--- config.mk ---
export PLATFORM = sky130hd
export DESIGN_NAME = pla_equiv_sweeper
export DESIGN_NICKNAME = d
export VERILOG_FILES = /design/src/rtl/pla_sweep_pkg.sv /design/src/rtl/pla_vec_counter.sv /design/src/rtl/pla_equiv_sweeper.sv
export SDC_FILE = /design/constraint.sdc
export NUM_CORES = 1
export LEC_CHECK = 0
export CORE_MARGIN = 3
export CORE_UTILIZATION = 51
export CTS_BUF_LIST = sky130_fd_sc_hd__clkbuf_4
export CTS_CLUSTER_DIAMETER = 60
export DETAILED_ROUTE_END_ITERATION = 6
export GPL_TIMING_DRIVEN = 1
export PLACE_DENSITY = 0.78
export SYNTH_ARGS = -nofsm -noshare
export SYNTH_HDL_FRONTEND = slang
export SYNTH_HIERARCHICAL = 1
export SYNTH_SLANG_ARGS = --single-unit
--- constraint.sdc ---
create_clock -name clk -period 3.9 [get_ports clk]
set_input_delay 0.39 -clock clk [delete_from_list [all_inputs] [get_ports clk]]
set_output_delay 0.39 -clock clk [all_outputs]
set_load 0.05 [all_outputs]
--- src/rtl/pla_sweep_pkg.sv ---
// pla_sweep_pkg: shared state encoding and default sizes for the PLA equivalence sweeper.
// Rev 1.0
`default_nettype none
package pla_sweep_pkg;

  localparam int PLA_NUM_IN = 8;
  localparam int PLA_CNT_W  = PLA_NUM_IN + 1;

  localparam logic [1:0] S_IDLE  = 2'd0;
  localparam logic [1:0] S_SWEEP = 2'd1;
  localparam logic [1:0] S_DONE  = 2'd2;

  typedef enum logic [1:0] {
    ST_IDLE  = S_IDLE,
    ST_SWEEP = S_SWEEP,
    ST_DONE  = S_DONE
  } sweep_state_t;

endpackage
`default_nettype wire

--- src/rtl/pla_vec_counter.sv ---
// pla_vec_counter: W-bit input-vector counter with clear, enable and terminal count.
// Rev 1.0
`default_nettype none
module pla_vec_counter #(
  parameter int W = 8
) (
  input  logic         clk,
  input  logic         rst_n,
  input  logic         clr,
  input  logic         en,
  output logic [W-1:0] cnt,
  output logic         tc
);

  always_ff @(posedge clk or negedge rst_n) begin
    if (!rst_n) begin
      cnt <= '0;
    end else if (clr) begin
      cnt <= '0;
    end else if (en) begin
      cnt <= cnt + W'(1);
    end
  end

  assign tc = &cnt;

endmodule
`default_nettype wire

--- src/rtl/pla_equiv_sweeper.sv ---
// pla_equiv_sweeper: drives every input vector into two netlists, counts output mismatches.
// Rev 1.0
`default_nettype none
module pla_equiv_sweeper
  import pla_sweep_pkg::*;
#(
  parameter int NUM_IN = PLA_NUM_IN,
  parameter int CNT_W  = NUM_IN + 1
) (
  input  logic              clk,
  input  logic              rst_n,
  input  logic              start,
  input  logic              abort,
  input  logic              stop_on_fail,
  output logic [NUM_IN-1:0] x_out,
  input  logic              y_ref,
  input  logic              y_opt,
  output logic              busy,
  output logic              done,
  output logic              pass,
  output logic [CNT_W-1:0]  mismatch_cnt,
  output logic [NUM_IN-1:0] first_fail,
  output logic              first_fail_vld
);

  sweep_state_t state;
  logic         sof_latched;
  logic         mis;
  logic         accept;
  logic         evaluate;
  logic         vec_clr;
  logic         vec_en;
  logic         vec_tc;

  assign mis      = y_ref ^ y_opt;
  assign accept   = (state == ST_IDLE) && start;
  assign evaluate = (state == ST_SWEEP) && !abort;

  assign vec_clr = accept;
  // Freeze the vector on abort or on a stopping failure so x_out shows it afterwards.
  assign vec_en  = evaluate && !(mis && sof_latched);

  pla_vec_counter #(
    .W (NUM_IN)
  ) u_vec_counter (
    .clk   (clk),
    .rst_n (rst_n),
    .clr   (vec_clr),
    .en    (vec_en),
    .cnt   (x_out),
    .tc    (vec_tc)
  );

  assign busy = (state == ST_SWEEP);
  assign done = (state == ST_DONE);

  always_ff @(posedge clk or negedge rst_n) begin
    if (!rst_n) begin
      state          <= ST_IDLE;
      sof_latched    <= 1'b0;
      pass           <= 1'b0;
      mismatch_cnt   <= '0;
      first_fail     <= '0;
      first_fail_vld <= 1'b0;
    end else begin
      case (state)
        ST_IDLE: begin
          if (start) begin
            sof_latched    <= stop_on_fail;
            pass           <= 1'b0;
            mismatch_cnt   <= '0;
            first_fail     <= '0;
            first_fail_vld <= 1'b0;
            state          <= ST_SWEEP;
          end
        end
        ST_SWEEP: begin
          if (abort) begin
            state <= ST_IDLE;
          end else begin
            if (mis) begin
              mismatch_cnt <= mismatch_cnt + CNT_W'(1);
              if (!first_fail_vld) begin
                first_fail     <= x_out;
                first_fail_vld <= 1'b1;
              end
            end
            if ((mis && sof_latched) || vec_tc) begin
              state <= ST_DONE;
            end
          end
        end
        ST_DONE: begin
          // Only reachable without abort, so the count alone decides the verdict.
          pass  <= (mismatch_cnt == '0);
          state <= ST_IDLE;
        end
        default: begin
          state <= ST_IDLE;
        end
      endcase
    end
  end

endmodule
`default_nettype wire
# Word-level counts from Yosys, hierarchy flattened
# Index checks and enable logic that the tools add are counted.
# Widths: inputs -> output; s select.
[totals]
reg_bits = 30
latch_bits = 0
ram_bits = 0
romBits = 0
out_inout_bits = 29
wordCells = 55
mem_count = 0
[op_classes]
n_addsub = 2
multipliers = 0
n_div = 0
magnitude_cmp = 0
eq_ne = 7
shift = 0
n_mux = 20
bitwise_logic = 1
n_reduce_logical = 18
[ops]
columns = ["cell", "n"]
rows = [
  ["$mux 8", 6],
  ["$mux 9", 3],
  ["$pmux 9 s2", 1],
  ["$pmux 8 s2", 1],
  ["$add 9x1->9 const B", 1],
  ["$logic_not 9->1", 1],
  ["$add 8x1->8 const B", 1],
  ["$reduce_and 8->1", 1],
  ["$mux 2", 3],
  ["$ne 2x2->1 const B", 3],
  ["$reduce_and 2->1", 3],
  ["$reduce_bool 2->1", 3],
  ["$reduce_and 5->1", 1],
  ["$logic_and 1x1->1", 4],
  ["$pmux 1 s2", 2],
  ["$pmux 2 s2", 1],
  ["$reduce_and 4->1", 1],
  ["$mux 1", 3],
  ["$ne 3x2->1 const B", 1],
  ["$eq 2x1->1 const B", 1],
  ["$eq 2x2->1 const B", 1],
  ["$logic_not 1->1", 2],
  ["$logic_not 2->1", 1],
  ["$ne 2x1->1 const B", 1],
  ["2 further kinds", 2],
]

# Longest topological paths before layout
[depth]
depth_word = 6
mapped_depth = 7
depth_no_buf = 6

# Cells and area by module
# Netlist, hierarchy kept.
[by_module_without_submodules]
columns = ["mod", "instances", "cells_per_inst", "area_per_inst_um2", "seq_area_each_um2"]
rows = [
  ["pla_equiv_sweeper", 1, 114, 1058.5, 550.5],
  ["pla_vec_counter", 1, 39, 396.6, 200.2],
]

# Least setup slack after synthesis
# OpenSTA, ideal clock, no wires.
[synth_timing]
path_kind = "register to register"
from = "register state[1]"
to = "register u_vec_counter.cnt[5]"
setup_time_ps = 78
t_arrival_ps = 1756
required_ps = 3822
path_slack_ps = 2066
path_stages_with_launch = 8
cell_sequence = "dfrtp_1 or3b_1 buf_2 a21oi_1 buf_4 nand4_4 or3_1 a21oi_1"
[synth_between]
elab_chain_len = 4
word_cells_on_any_way = 7
classes_between = "eq/ne (1); mux (1); reduce/logical (5)"
[synth_lines]
columns = ["element", "line_no", "text"]
rows = [
  ["start, declared", "pla_equiv_sweeper.sv:26", "sweep_state_t state;"],
  ["start signal, assigned", "pla_equiv_sweeper.sv:59", "state <= ST_IDLE;"],
  ["start signal, assigned", "pla_equiv_sweeper.sv:74", "state <= ST_SWEEP;"],
  ["start signal, assigned", "pla_equiv_sweeper.sv:79", "state <= ST_IDLE;"],
  ["$eq 2x1->1", "pla_equiv_sweeper.sv:37", "assign evaluate = (state == ST_SWEEP) && !abort;"],
  ["$logic_and 1x1->1", "pla_equiv_sweeper.sv:37", ""],
  ["$logic_and 1x1->1", "pla_equiv_sweeper.sv:41", "assign vec_en = evaluate && !(mis && sof_latched);"],
  ["net vec_en", "pla_equiv_sweeper.sv:32", "logic vec_en;"],
  ["$reduce_bool 2->1 (no line)", "n/a", ""],
  ["end signal, assigned", "pla_vec_counter.sv:21", "cnt <= cnt + W'(1);"],
  ["end, declared", "pla_vec_counter.sv:11", "output logic [W-1:0] cnt,"],
]
# The timed path passes the listed nets, and every way through them passes these cells.
# A chain may end at the register's enable or synchronous reset.

# Worst setup path after layout
[layout_timing]
from = "register state[0]"
to = "output port busy"
[layout_between]
elab_chain_len = 1
[layout_lines]
columns = ["element", "line_no", "text"]
rows = [
  ["$eq 2x1->1", "pla_equiv_sweeper.sv:54", "assign busy = (state == ST_SWEEP);"],
  ["end, declared", "pla_equiv_sweeper.sv:18", "output logic busy,"],
]
# Every way passes these cells.

==> impl_metrics.toml <==
[run_status]
status = "complete, no violations"

[global_route]
antenna_found_initial = 0
grt_remaining_overflow = 0
grt.total_usage_pct = 21.5
first_global_vias = 1208
grt_pass1_wl_mm = 5.55
grt_max_degree = 24

[layout]
stdcell_count = 222
n_antenna_cell = 0
design_area_sq_um = 1880
final_util_pct = 72.6
drive_gt1_share_pct = 6.77
layout.nets = 201
areaGrowthSynthToFinish_pct = 29.1

[power]
intPower_mw = 0.523
p_switching_mw = 0.391
clkPwrFrac_pct = 19.8
comb_power_share_pct = 36.2
ir_drop_v = 0.000419
power_density_nw_per_um2 = 487
p_seq_share_pct = 44.0
p_leak_nw = 0.784
power_mw = 0.914
swShare_pct = 42.8

[drt]
drt_iter0_drc = 67
postRouteAntennaNets = 0
drtPass1Iterations = 4
via_count = 1256
drt-vias-per-instance = 5.66
drc = 0
route.final.wire_length_mm = 3.35
routedWlPerCell_um = 15.1

[sta]
holdWs_ps = 527
tightest_slew_ps = 1010
slew_violations = 0
clock_skew_ps = 15.5
period_share_pct = 60.3
fmax_mhz = 425
hold_violations = 0
slew-limit-headroom_pct = 32.5
rsz0062_at_grt = "no"
fin_crit_ps = 2350
worst_slack_ps = 1550
setup_tns_ps = 0
setup_viol = 0

[worst_setup_path]
cpPeakStageDelay_ps = 800
worstPathMaxFanout = 7
timing_worst_setup_path_type = "reg -> out"
cp_slowest_cell = "clkdlybuf4s50_1"
end_kind = "primary output"
path_buf_inv = 2
worstPathRequired_ps = 3510
worst_setup_path_start_kind = "flop"
crit_chain = "or2b_1, inv_1, clkdlybuf4s50_1"
cp.arrival_ps = 1960
critPathTopFamily = "buffers and inverters"

[floorplanning]
ioPinCount = 36
fp.coreArea_sq_um = 2590
std_cell_rows = 18
start_util_pct = 56.2
die_h_um = 59.4
die_area_sq_um = 3530
dieWidth_um = 59.4

[clock_network]
clockBufferDepth = 2
h-tree-depth = 2
cts_tree = "built"
path_clk_slew_ps = 110
holdBufCountCts = 0
clock_sinks = 30
cts_root_buffer = "clkbuf_4"
post_cts.resized_instances = 0
cts_made_buffers = 5
cts_setup_buffers = 0
clk_latency_ps = 340

[synth]
netlist_area_sq_um = 1460
ys_types = 32
avgSynthCellArea_sq_um = 9.51
syn-num-nets = 163
ys_warn_count = 6
synthCells = 153
synth_seq_area_share_pct = 51.6
ys_seq_elements = 30

[placement]
dp.cells = 214
place_hpwl_mm = 2.40
placed_cell_area_sq_um = 1830
io_buffers = 35
dp_slack_ps = 1230
place_congestion = 0.851

[job]
drv_cap = 0

[min_path]
min_path_type = "reg -> reg"
[cells in the mapped netlist]
master / n / share of area (%)
o31ai_1: 4 / 2.1
o311ai_1: 1 / 0.60
o211ai_1: 3 / 1.5
or2b_1: 1 / 0.52
nand4_1: 3 / 1.3
buf_2: 2 / 0.69
xor2_2: 1 / 1.1
and2b_1: 1 / 0.52
or4_1: 2 / 1.0
nand3_2: 1 / 0.69
nand2_1: 31 / 8.0
o21ai_0: 14 / 4.8
xnor2_1: 4 / 2.4
nand3_1: 8 / 2.8
nor3b_2: 1 / 0.86
nand4_4: 1 / 1.5
nor2_1: 12 / 3.1
buf_1: 1 / 0.26
nor4_1: 3 / 1.3
mux2i_1: 1 / 0.69
a21oi_1: 8 / 2.8
inv_1: 5 / 1.3
o21ai_1: 1 / 0.34
xor2_1: 3 / 1.8
clkbuf_1: 1 / 0.26
buf_4: 1 / 0.52
dfrtp_1: 30 / 52
or3b_1: 1 / 0.60
nor3_2: 1 / 0.69
or3_1: 3 / 1.3
ha_1: 3 / 2.6
nor4b_1: 1 / 0.60
[kinds of logic after synthesis]
family | share of synthesized area (%)
buffers and inverters | 3.01
AO/OA/AOI/OAI | 12.1
XOR/XNOR | 5.33
adder cells (fa/ha/maj) | 2.58
AND/OR/NAND/NOR | 24.7
flip-flops | 51.6
multiplexers | 0.688
[layout make-up]
type                    count  area, sq um
clock buffers               5         37.5
fillers                   230          711
clock inverters             3         16.3
repair buffers             36          358
flip-flops and latches     30          751
inverters                   5         18.8
well taps                  30         37.5
multi-input cells         113          661
[power by group through the flow]
stage | Sequential [mW] | Clock, mW | Combinational, mW
2_1_floorplan | 0.501 | 0 | 0.121
3_3_place_gp | 0.405 | 0 | 0.325
3_5_place_dp | 0.408 | 0 | 0.331
4_1_cts | 0.402 | 0.185 | 0.333
5_1_grt | 0.410 | 0.197 | 0.354
6_report | 0.402 | 0.181 | 0.331
[final timing paths]
| kind | start | endpoint | slack [ps] | cells after the start |
|---|---|---|---|---|
| hold reg to reg | sof_latched | sof_latched | 530 | 2 |
| setup / recovery | state[0] | busy | 1550 | 3 |
| hold / removal | sof_latched | sof_latched | 530 | 2 |
| setup reg to reg | state[1] | u_vec_counter/cnt[7] | 1620 | 5 |
| max in group asynchronous | rst_n | first_fail[3] | 2620 | 2 |
| min in group asynchronous | rst_n | mismatch_cnt[8] | 590 | 1 |
[tightest hold or removal path: stages (launching register included)]
cell and delay, ps:
dfrtp_1 380, nand2_1 60, nand2_1 60
[cells in the final DEF (no fill, tap or decap), types with 2 or more instances in the layout]
cell             instances
a21oi_1                  8
clkbuf_4                 5
clkdlybuf4s50_1         35
dfrtp_1                 30
ha_1                     3
inv_1                    5
nand2_1                 31
nand3_1                  8
nand4_1                  3
nor2_1                  12
nor4_1                   3
o211ai_1                 3
o21ai_0                 14
o31ai_1                  4
or3_1                    3
or4_1                    2
xnor2_1                  4
xor2_1                   3
[sequential cells by signal, summed over array words and instances, names as in the netlist]
name and cells:
mismatch_cnt 9, state 2, pass 1, first_fail_vld 1
u_vec_counter/cnt 8, sof_latched 1, first_fail 8
[per-layer routing]
layer  global-route usage [%]  wire length, um  part of all wire, %
met4                     11.0               42                  1.3
met5                        0                0                    0
met2                     30.7             1510                   45
met1                     28.3             1550                   46
met3                     7.84              255                  7.6
Note: power is estimated with default switching activity, not from simulation.
